$ cat config.mk
export PLATFORM = sky130hd
export DESIGN_NAME = addmod_seq_flat
export DESIGN_NICKNAME = d
export VERILOG_FILES = /design/src/rtl/x25519_pkg.sv /design/src/rtl/addmod_seq_if.sv /design/src/rtl/addsub_limb.sv /design/src/rtl/addmod_seq.sv /design/src/flat_wrapper.sv
export SDC_FILE = /design/constraint.sdc
export NUM_CORES = 2
export LEC_CHECK = 0
export CAP_MARGIN = 20
export CORE_MARGIN = 2
export CORE_UTILIZATION = 54
export CTS_CLUSTER_DIAMETER = 100
export DETAILED_ROUTE_END_ITERATION = 10
export HOLD_SLACK_MARGIN = 0.1
export PLACE_DENSITY = 0.81
export SLEW_MARGIN = 30
export SYNTH_ARGS = -nofsm -noshare
export SYNTH_HDL_FRONTEND = slang
export SYNTH_SLANG_ARGS = --single-unit
export TNS_END_PERCENT = 20
$ cat constraint.sdc
create_clock -name clk -period 10.45 [get_ports clk]
set_input_delay 2.09 -clock clk [delete_from_list [all_inputs] [get_ports clk]]
set_output_delay 2.09 -clock clk [all_outputs]
set_load 0.05 [all_outputs]
$ cat src/rtl/x25519_pkg.sv
// x25519_pkg: shared field constants and sequencer state for the x25519 datapath.
package x25519_pkg;
    localparam int FE_W = 255;
    localparam int DEF_LIMB_W = 64;
    localparam logic [FE_W-1:0] P25519 = {FE_W{1'b1}} - FE_W'(18);
    typedef enum logic [1:0] {IDLE, RUN, DONE} state_t;
endpackage

$ cat src/rtl/addmod_seq_if.sv
// addmod_seq_if: operand/result valid-ready bus of the limb-serial modular adder.
interface addmod_seq_if;
    import x25519_pkg::*;
    logic in_valid;
    logic in_ready;
    logic [FE_W-1:0] a;
    logic [FE_W-1:0] b;
    logic out_valid;
    logic out_ready;
    logic [FE_W-1:0] z;
    modport master (output in_valid, a, b, out_ready, input in_ready, out_valid, z);
    modport slave (input in_valid, a, b, out_ready, output in_ready, out_valid, z);
endinterface

$ cat src/rtl/addsub_limb.sv
// addsub_limb: one limb of a + b + carry, then that fresh sum minus p minus borrow.
module addsub_limb #(
    parameter int LIMB_W = 64
) (
    input  logic [LIMB_W-1:0] i_a,
    input  logic [LIMB_W-1:0] i_b,
    input  logic [LIMB_W-1:0] i_p,
    input  logic              i_carry,
    input  logic              i_borrow,
    output logic [LIMB_W-1:0] o_s,
    output logic [LIMB_W-1:0] o_t,
    output logic              o_carry,
    output logic              o_borrow
);
    logic [LIMB_W:0] w_sum;
    logic [LIMB_W:0] w_dif;
    always_comb begin
        w_sum = {1'b0, i_a} + {1'b0, i_b} + (LIMB_W+1)'(i_carry);
        w_dif = {1'b0, w_sum[LIMB_W-1:0]} - {1'b0, i_p} - (LIMB_W+1)'(i_borrow);
    end
    assign o_s = w_sum[LIMB_W-1:0];
    assign o_carry = w_sum[LIMB_W];
    assign o_t = w_dif[LIMB_W-1:0];
    assign o_borrow = w_dif[LIMB_W];
endmodule

$ cat src/rtl/addmod_seq.sv
// addmod_seq: limb-serial z = (a + b) mod (2^255 - 19), one limb per cycle.
// Define ADDMOD_STATS_EN to add reduce_cnt, counting delivered results that needed the subtraction.
module addmod_seq
    import x25519_pkg::*;
#(
    parameter int LIMB_W = DEF_LIMB_W
) (
    input  logic        clk,
    input  logic        rst,
    addmod_seq_if.slave bus
`ifdef ADDMOD_STATS_EN
    ,
    output logic [31:0] reduce_cnt
`endif
);
    localparam int NLIMB = (256 + LIMB_W - 1) / LIMB_W;
    localparam int W = NLIMB * LIMB_W;
    localparam int IDX_W = (NLIMB > 1) ? $clog2(NLIMB) : 1;
    localparam logic [W-1:0] P_PAD = W'(P25519);

    state_t r_state, w_state_nxt;
    logic [W-1:0] r_a, r_b, r_s, r_t;
    logic [IDX_W-1:0] r_idx;
    logic r_carry, r_borrow;
    logic [LIMB_W-1:0] w_s, w_t;
    logic w_carry, w_borrow, w_last, w_accept;

    addsub_limb #(.LIMB_W(LIMB_W)) u_limb (
        .i_a      (r_a[r_idx*LIMB_W +: LIMB_W]),
        .i_b      (r_b[r_idx*LIMB_W +: LIMB_W]),
        .i_p      (P_PAD[r_idx*LIMB_W +: LIMB_W]),
        .i_carry  (r_carry),
        .i_borrow (r_borrow),
        .o_s      (w_s),
        .o_t      (w_t),
        .o_carry  (w_carry),
        .o_borrow (w_borrow)
    );

    always_comb begin
        bus.in_ready = r_state == IDLE;
        bus.out_valid = r_state == DONE;
        // Final borrow clear means S >= p, so the reduced value T is the answer
        bus.z = r_borrow ? r_s[FE_W-1:0] : r_t[FE_W-1:0];
        w_last = r_idx == IDX_W'(NLIMB - 1);
        w_accept = bus.in_valid && bus.in_ready;
        w_state_nxt = (r_state == IDLE && w_accept) ? RUN :
                      (r_state == RUN && w_last) ? DONE :
                      (r_state == DONE && bus.out_ready) ? IDLE : r_state;
    end

    always_ff @(posedge clk) begin
        if (rst) r_state <= IDLE;
        else r_state <= w_state_nxt;
    end

    always_ff @(posedge clk) begin
        if (rst) begin
            r_a <= '0;
            r_b <= '0;
            r_s <= '0;
            r_t <= '0;
            r_idx <= '0;
            r_carry <= 1'b0;
            r_borrow <= 1'b0;
        end else if (w_accept) begin
            r_a <= W'(bus.a);
            r_b <= W'(bus.b);
            r_idx <= '0;
            r_carry <= 1'b0;
            r_borrow <= 1'b0;
        end else if (r_state == RUN) begin
            r_s[r_idx*LIMB_W +: LIMB_W] <= w_s;
            r_t[r_idx*LIMB_W +: LIMB_W] <= w_t;
            r_carry <= w_carry;
            r_borrow <= w_borrow;
            r_idx <= w_last ? '0 : r_idx + 1'b1;
        end
    end

`ifdef ADDMOD_STATS_EN
    always_ff @(posedge clk) begin
        if (rst) reduce_cnt <= '0;
        else if (bus.out_valid && bus.out_ready && !r_borrow) reduce_cnt <= reduce_cnt + 32'd1;
    end
`endif
endmodule
$ cat src/flat_wrapper.sv
// flat-port wrapper written by rule: the top's interface ports become plain ports
module addmod_seq_flat import x25519_pkg::*;
#(
    parameter int LIMB_W = DEF_LIMB_W
)
  (clk, rst, bus_in_valid, bus_a, bus_b, bus_out_ready, bus_in_ready, bus_out_valid, bus_z);
  addmod_seq_if bus_i ();
  input  logic clk;
  input  logic rst;
  input wire logic [$bits(bus_i.in_valid)-1:0] bus_in_valid;
  input wire logic [$bits(bus_i.a)-1:0] bus_a;
  input wire logic [$bits(bus_i.b)-1:0] bus_b;
  input wire logic [$bits(bus_i.out_ready)-1:0] bus_out_ready;
  output wire logic [$bits(bus_i.in_ready)-1:0] bus_in_ready;
  output wire logic [$bits(bus_i.out_valid)-1:0] bus_out_valid;
  output wire logic [$bits(bus_i.z)-1:0] bus_z;
  assign bus_i.in_valid = bus_in_valid;
  assign bus_i.a = bus_a;
  assign bus_i.b = bus_b;
  assign bus_i.out_ready = bus_out_ready;
  assign bus_in_ready = bus_i.in_ready;
  assign bus_out_valid = bus_i.out_valid;
  assign bus_z = bus_i.z;
  addmod_seq #(.LIMB_W(LIMB_W)) u_core (.clk(clk), .rst(rst), .bus(bus_i));
endmodule
Word level (Yosys, flattened, before mapping)
Index checks and enable logic that the tools add are counted.
{ "op_classes": {"addsub": 6, "mul": 0, "div": 0, "magnitude_cmp": 0, "eq_ne": 3, "shift": 6, "mux": 7, "bitwise": 1, "reduce_logical": 10} }
{ "op_table": {"columns": ["op", "n"], "rows": [
  ["256-bit bitwise mux", 2],
  ["256-bit by 9-bit indexed part select with 64-bit output", 2],
  ["64-bit by 34-bit indexed part select with 256-bit output", 2],
  ["64-bit by 34-bit variable shift with 256-bit output, first input constant", 1],
  ["256-bit by 9-bit indexed part select with 64-bit output, first input constant", 1],
  ["255-bit two-way mux", 1],
  ["64-bit by 64-bit adder with 65-bit output", 1],
  ["65-bit by 1-bit adder with 65-bit output", 1],
  ["64-bit by 64-bit subtractor with 65-bit output", 1],
  ["65-bit by 1-bit subtractor with 65-bit output", 1],
  ["8-bit negation with 34-bit output", 1],
  ["2-bit two-way mux", 3],
  ["2-bit == test, second input constant", 2],
  ["1-bit logical AND", 4],
  ["2-bit OR reduction", 2],
  ["3-bit nonzero test", 1],
  ["2-bit by 1-bit adder with 2-bit output, second input constant", 1],
  ["2-bit by 1-bit == test with 1-bit output, second input constant", 1],
  ["2-bit zero test", 1],
  ["2-bit AND reduction", 1],
  ["2-bit nonzero test", 1],
  ["1-bit two-way mux", 1],
  ["1-bit inverter", 1]
]} }
{ "totals": {"register_bits": 1028, "latchBits": 0, "ramBits": 0, "romBits": 0, "input_bits": 514, "output_inout_bits": 257, "wordCells": 42, "mem_count": 0} }

Longest topological paths before layout
{ "logic_depth": {"word_depth": 7, "mapped_depth": 30, "ltp_nobuf": 26} }

Cells and area by module
Synthesis repeated with hierarchy kept, for this count alone.
{ "unflattened": {"hier_cells": 5350, "hier_area_um2": 49512.5} }
{ "modules_own_cells": {"columns": ["module", "n_inst", "cells_per_inst", "area_per_inst_um2", "seq_area_each_um2"], "rows": [
  ["addmod_seq", 1, 3963, 40357.5, 20539.7],
  ["addsub_limb", 1, 1387, 9155.0, 0.0]
]} }

Worst setup path after synthesis
OpenSTA, ideal clock, no wires.
{ "synth_path": {"path_type": "reg2reg", "start": "register u_core.r_idx[0]", "end": "register u_core.r_t[117]", "setup_time_ps": 60, "t_arrival_ps": 7550, "required_time_ps": 10390, "path_slack_ps": 2841, "stages_incl_launch_ff": 28, "n_path_buf": 4, "path_cell_list": "dfxtp_1 clkbuf_1 clkbuf_1 buf_1 mux4_2 fa_1 fa_1 a21oi_1 nor2_1 nor4_1 o21ai_0 o21a_1 a41o_1 nand3_1 nand2_1 a21oi_1 xnor2_1 inv_1 ha_1 clkbuf_1 nand4_1 or4_1 a21o_1 a211o_1 and2_4 or4b_4 a21oi_4 a22o_1"} }
{ "synth_via": {"elab_chain_len": 7, "elab_cells_between_ends": 11} }
{ "synth_lines": {"columns": ["item", "line", "text"], "rows": [
  ["from (decl)", "addmod_seq.sv:23", "logic [IDX_W-1:0] r_idx;"],
  ["from (signal assigned)", "addmod_seq.sv:77", "r_idx <= w_last ? '0 : r_idx + 1'b1;"],
  ["256-bit by 9-bit indexed part select with 64-bit output, on equally long branches", "addmod_seq.sv:29, addmod_seq.sv:30", null],
  ["64-bit by 64-bit adder with 65-bit output", "addsub_limb.sv:18", "w_sum = {1'b0, i_a} + {1'b0, i_b} + (LIMB_W+1)'(i_carry);"],
  ["65-bit by 1-bit adder with 65-bit output", "addsub_limb.sv:18", null],
  ["64-bit by 64-bit subtractor with 65-bit output", "addsub_limb.sv:19", "w_dif = {1'b0, w_sum[LIMB_W-1:0]} - {1'b0, i_p} - (LIMB_W+1)'(i_borrow);"],
  ["65-bit by 1-bit subtractor with 65-bit output", "addsub_limb.sv:19", null],
  ["64-bit by 34-bit indexed part select with 256-bit output", "addmod_seq.sv:74", "r_t[r_idx*LIMB_W +: LIMB_W] <= w_t;"],
  ["256-bit bitwise mux (*)", "addmod_seq.sv:74", null],
  ["to (signal, indexed assignment)", "addmod_seq.sv:74", null],
  ["to (decl)", "addmod_seq.sv:22", "logic [W-1:0] r_a, r_b, r_s, r_t;"]
]} }
Mark *: on every way between the ends. The rest lies on a longest branch, timed or not.
A chain may end at the register's enable or synchronous reset.

Final worst setup path
{ "layout_path": {"start": "register u_core.r_idx[1]", "end": "register u_core.r_t[249]"} }
The elaborated chain is that of the path after synthesis.

==> metrics <==
CTS tree yes; top_reg_cell synth dfxtp_1; gpl congestion around 0.93; synthesis-stage register bit count about 1,000; # DRC 0; Die H approximately 300 microns; vias in the first global route 42,120; root buf cell clkbuf_16; layout cell share with drive strength beyond 1 10.88%; Die X approximately 300 microns; Total Wirelength about 170,000 microns; largest net degree at the start of global routing approximately 240; full die area 90,470 sq um; remaining antenna violation count after routing 0; first-pass GRT wire length between 200,000 and 300,000 microns; clock skew a little under 0.04 ns; EDFF count, synth 0; met3 Use GR ~8.1%; FMAX roughly 120 MHz; Synth area leader dfxtp_1; gr ovfl total 0; nets@finish roughly 6,700; syn_nets slightly above 6,000; Top Usage Layer GRT met2; largest cells by area after synthesis dfxtp_1, nand2_1, a21oi_1, mux2_2, mux4_2; Worst-Skew Late Latency 0.69 ns; Hold Crit Class flop to flop; yosys warns 0; Core ar. 87,020 sq um; wire per inst roughly 24 microns; post-route setup TNS 0 ns; worst-path fanout max between 50 and 60; met2 Use GR a little over half; placed cells about 7,100; CP required 10.99 ns; Starting Density about 55%; Peak supply drop ~0.14 mV; # port buffers 770; FF/Latch Area a little over 20,000 sq um; mux share of post-synthesis cell area between 10% and 20%; DP Wirelength 122,500 microns; Vias/cell 6.133; Final Hold Violating Endpoints 0; DP Worst Slack ~2.3 ns; crit path kind flop to flop; xor/xnor share of the synthesized area 2.170%; H-tree Lvls 3; RSZ-0062 raised after global routing no; relative slew slack approximately a quarter; asr flop ratio synth 0%; total number of vias roughly 45,000; Tmin final 8.513 ns; Total GRT Usage a little over a third; mapped cell area roughly 48,000 sq um; Fill cells 6,851; clk sinks between 1,000 and 1,500; CP Launch Type flop; worst-margin pin slew 1.102 ns; Syn Inst Count ~5,500; syn avg cell area 8.640 sq um; post-synthesis compound-gate area fraction about a fifth; 1st-iter DRT viols about 5,400; Unique masters post-synth 83; adder-cell share of the synthesized area under 10%; Post-Synth Simple-Gate Area between 15 and 20%; Reg clk slew, reported paths 0.06 ns; hold slack final 0.4475 ns; Pwr Total ~0.011 W; main combinational cell family by area after synthesis compound AO/OA/AOI/OAI gates; Setup violations, final 0; max cap viols 0; Yosys top cell area share between 40% and 50%; Worst Setup Slack, final between 1.5 and 2 ns; Worst Setup End Kind flop; Multi-input gate area ~25,000 sq um; Power Dens Cells 185.8 nW/um^2; register area share after synthesis roughly 43%; Tcrit/Tclk final about four fifths; Pre-antenna DRT Iters 8; Pleak ~23 nW; Data arrival, critical path about 9 ns; # rows between 100 and 150; cts bufs inserted 103; Post-CTS Setup Inserts 0; I/O pins 771; status completed; Final Non-Filler Cells between 7,000 and 8,000; Resized cells post-CTS 0; CTS max path bufs 3; Syn-to-layout area delta 24.94%; # hold bufs at CTS 0; met1 GRT Util between 40% and 50%; max-slew violation count 0; initial antenna violation count 33
==> cells in the mapped netlist, types with 63 or more instances <==
master    count
a21o_1       63
a21oi_1     694
a22o_1      129
a22oi_1     232
clkbuf_1    393
dfxtp_1    1026
ha_1        137
inv_1       106
mux2_2      256
mux4_2      126
nand2_1    1276
nor2_1      371
o21ai_0     192
xnor2_1      72
==> state kept, by name (all words and copies together), names as in the netlist <==
name / flops
u_core.r_a: 255
u_core.r_b: 255
u_core.r_s: 255
u_core.r_t: 255
u_core.r_idx: 2
u_core.r_state: 2
u_core.r_borrow: 1
u_core.r_carry: 1
==> cells by family after synthesis <==
logic type / Yosys count
compound gates: 1476
mux: 385
fa+ha+maj: 140
buf+inv: 526
simple gates: 1835
xor+xnor: 117
flops: 1026
==> metrics by stage <==
stage / utilization (%) / cell area, sq um
final: 68.28 / 59420
after global routing: 68.28 / 59420
after CTS: 68.02 / 59200
after detailed placement: 64.08 / 55760
after global placement: 64.02 / 55710
after floorplan: - / 47560
==> metal layers <==
metal  part of all wire [%]  up-vias
li1                       -    20249
met1                     41    21428
met2                     44     2544
met3                     10      374
met4                    4.5       20
met5                  0.080        -
==> placed cells by master (no fill, tap or decap), types with 11 or more instances in the layout <==
cell type        count
a22o_1             129
clkbuf_8            18
clkbuf_1            17
nand3_1             19
clkbuf_16          104
a21oi_1            690
nand2b_1            13
buf_4               44
and3_1              11
xnor2_1             63
nand2_1           1272
dfxtp_1           1023
clkinv_2            21
clkdlybuf4s50_1    769
a21o_1              63
mux4_2             126
o21ai_0            192
diode_2             25
mux2_2             256
a22oi_1            232
nor2_1             367
xor2_1              41
a31oi_1             15
o31ai_1             13
nand4_1             35
ha_1               137
nor3_1              24
nor2b_1             24
o21bai_1            28
inv_1              106
o211ai_1            11
==> critical path: stages (launching register included) <==
cell and delay, ns:
dfxtp_4 0.84, buf_4 0.78, buf_4 0.53, mux4_2 0.39, ha_1 0.41, and3_1 0.28, nand2_1 0.13, nor4_1 0.42
o2111a_1 0.29, nor2_2 0.09, o21ai_0 0.38, xor2_1 0.69, inv_1 0.10, ha_1 0.43, nand2_1 0.14, nor2_1 0.16
nand2_1 0.09, or4_1 0.40, a21o_1 0.20, a211o_1 0.35, a21oi_1 0.34, o2111ai_1 0.17, a21boi_0 0.45, o31ai_1 0.15
==> report_power, final <==
| part | leakage, nW | internal [W] | switching, W |
|---|---|---|---|
| logic | 12.8 | 0.00104 | 0.00203 |
| clock network | 1.69 | 0.00214 | 0.00162 |
| registers | 8.35 | 0.00410 | 0.000118 |
| total | 22.8 | 0.00728 | 0.00376 |
==> final cells by class <==
class / instances / share of cell area (%)
inverter: 106 / 0.6696
clock buffer: 139 / 4.904
multi-input combinational: 3953 / 42.48
antenna: 25 / 0.1053
timing repair buffer: 828 / 13.96
clock inverter: 43 / 0.8738
tap: 1155 / 2.432
sequential: 1026 / 34.58
==> final timing paths <==
path | startpoint | endpoint | slack [ns] | cells past startpoint
setup / recovery | u_core.r_idx[1] | u_core.r_t[249] | 1.94 | 23
hold / removal | u_core.r_s[240] | u_core.r_s[240] | 0.45 | 2
setup reg to reg | u_core.r_idx[1] | u_core.r_t[249] | 1.94 | 23
hold reg to reg | u_core.r_s[240] | u_core.r_s[240] | 0.45 | 2
(Power assumes the default switching activity.)
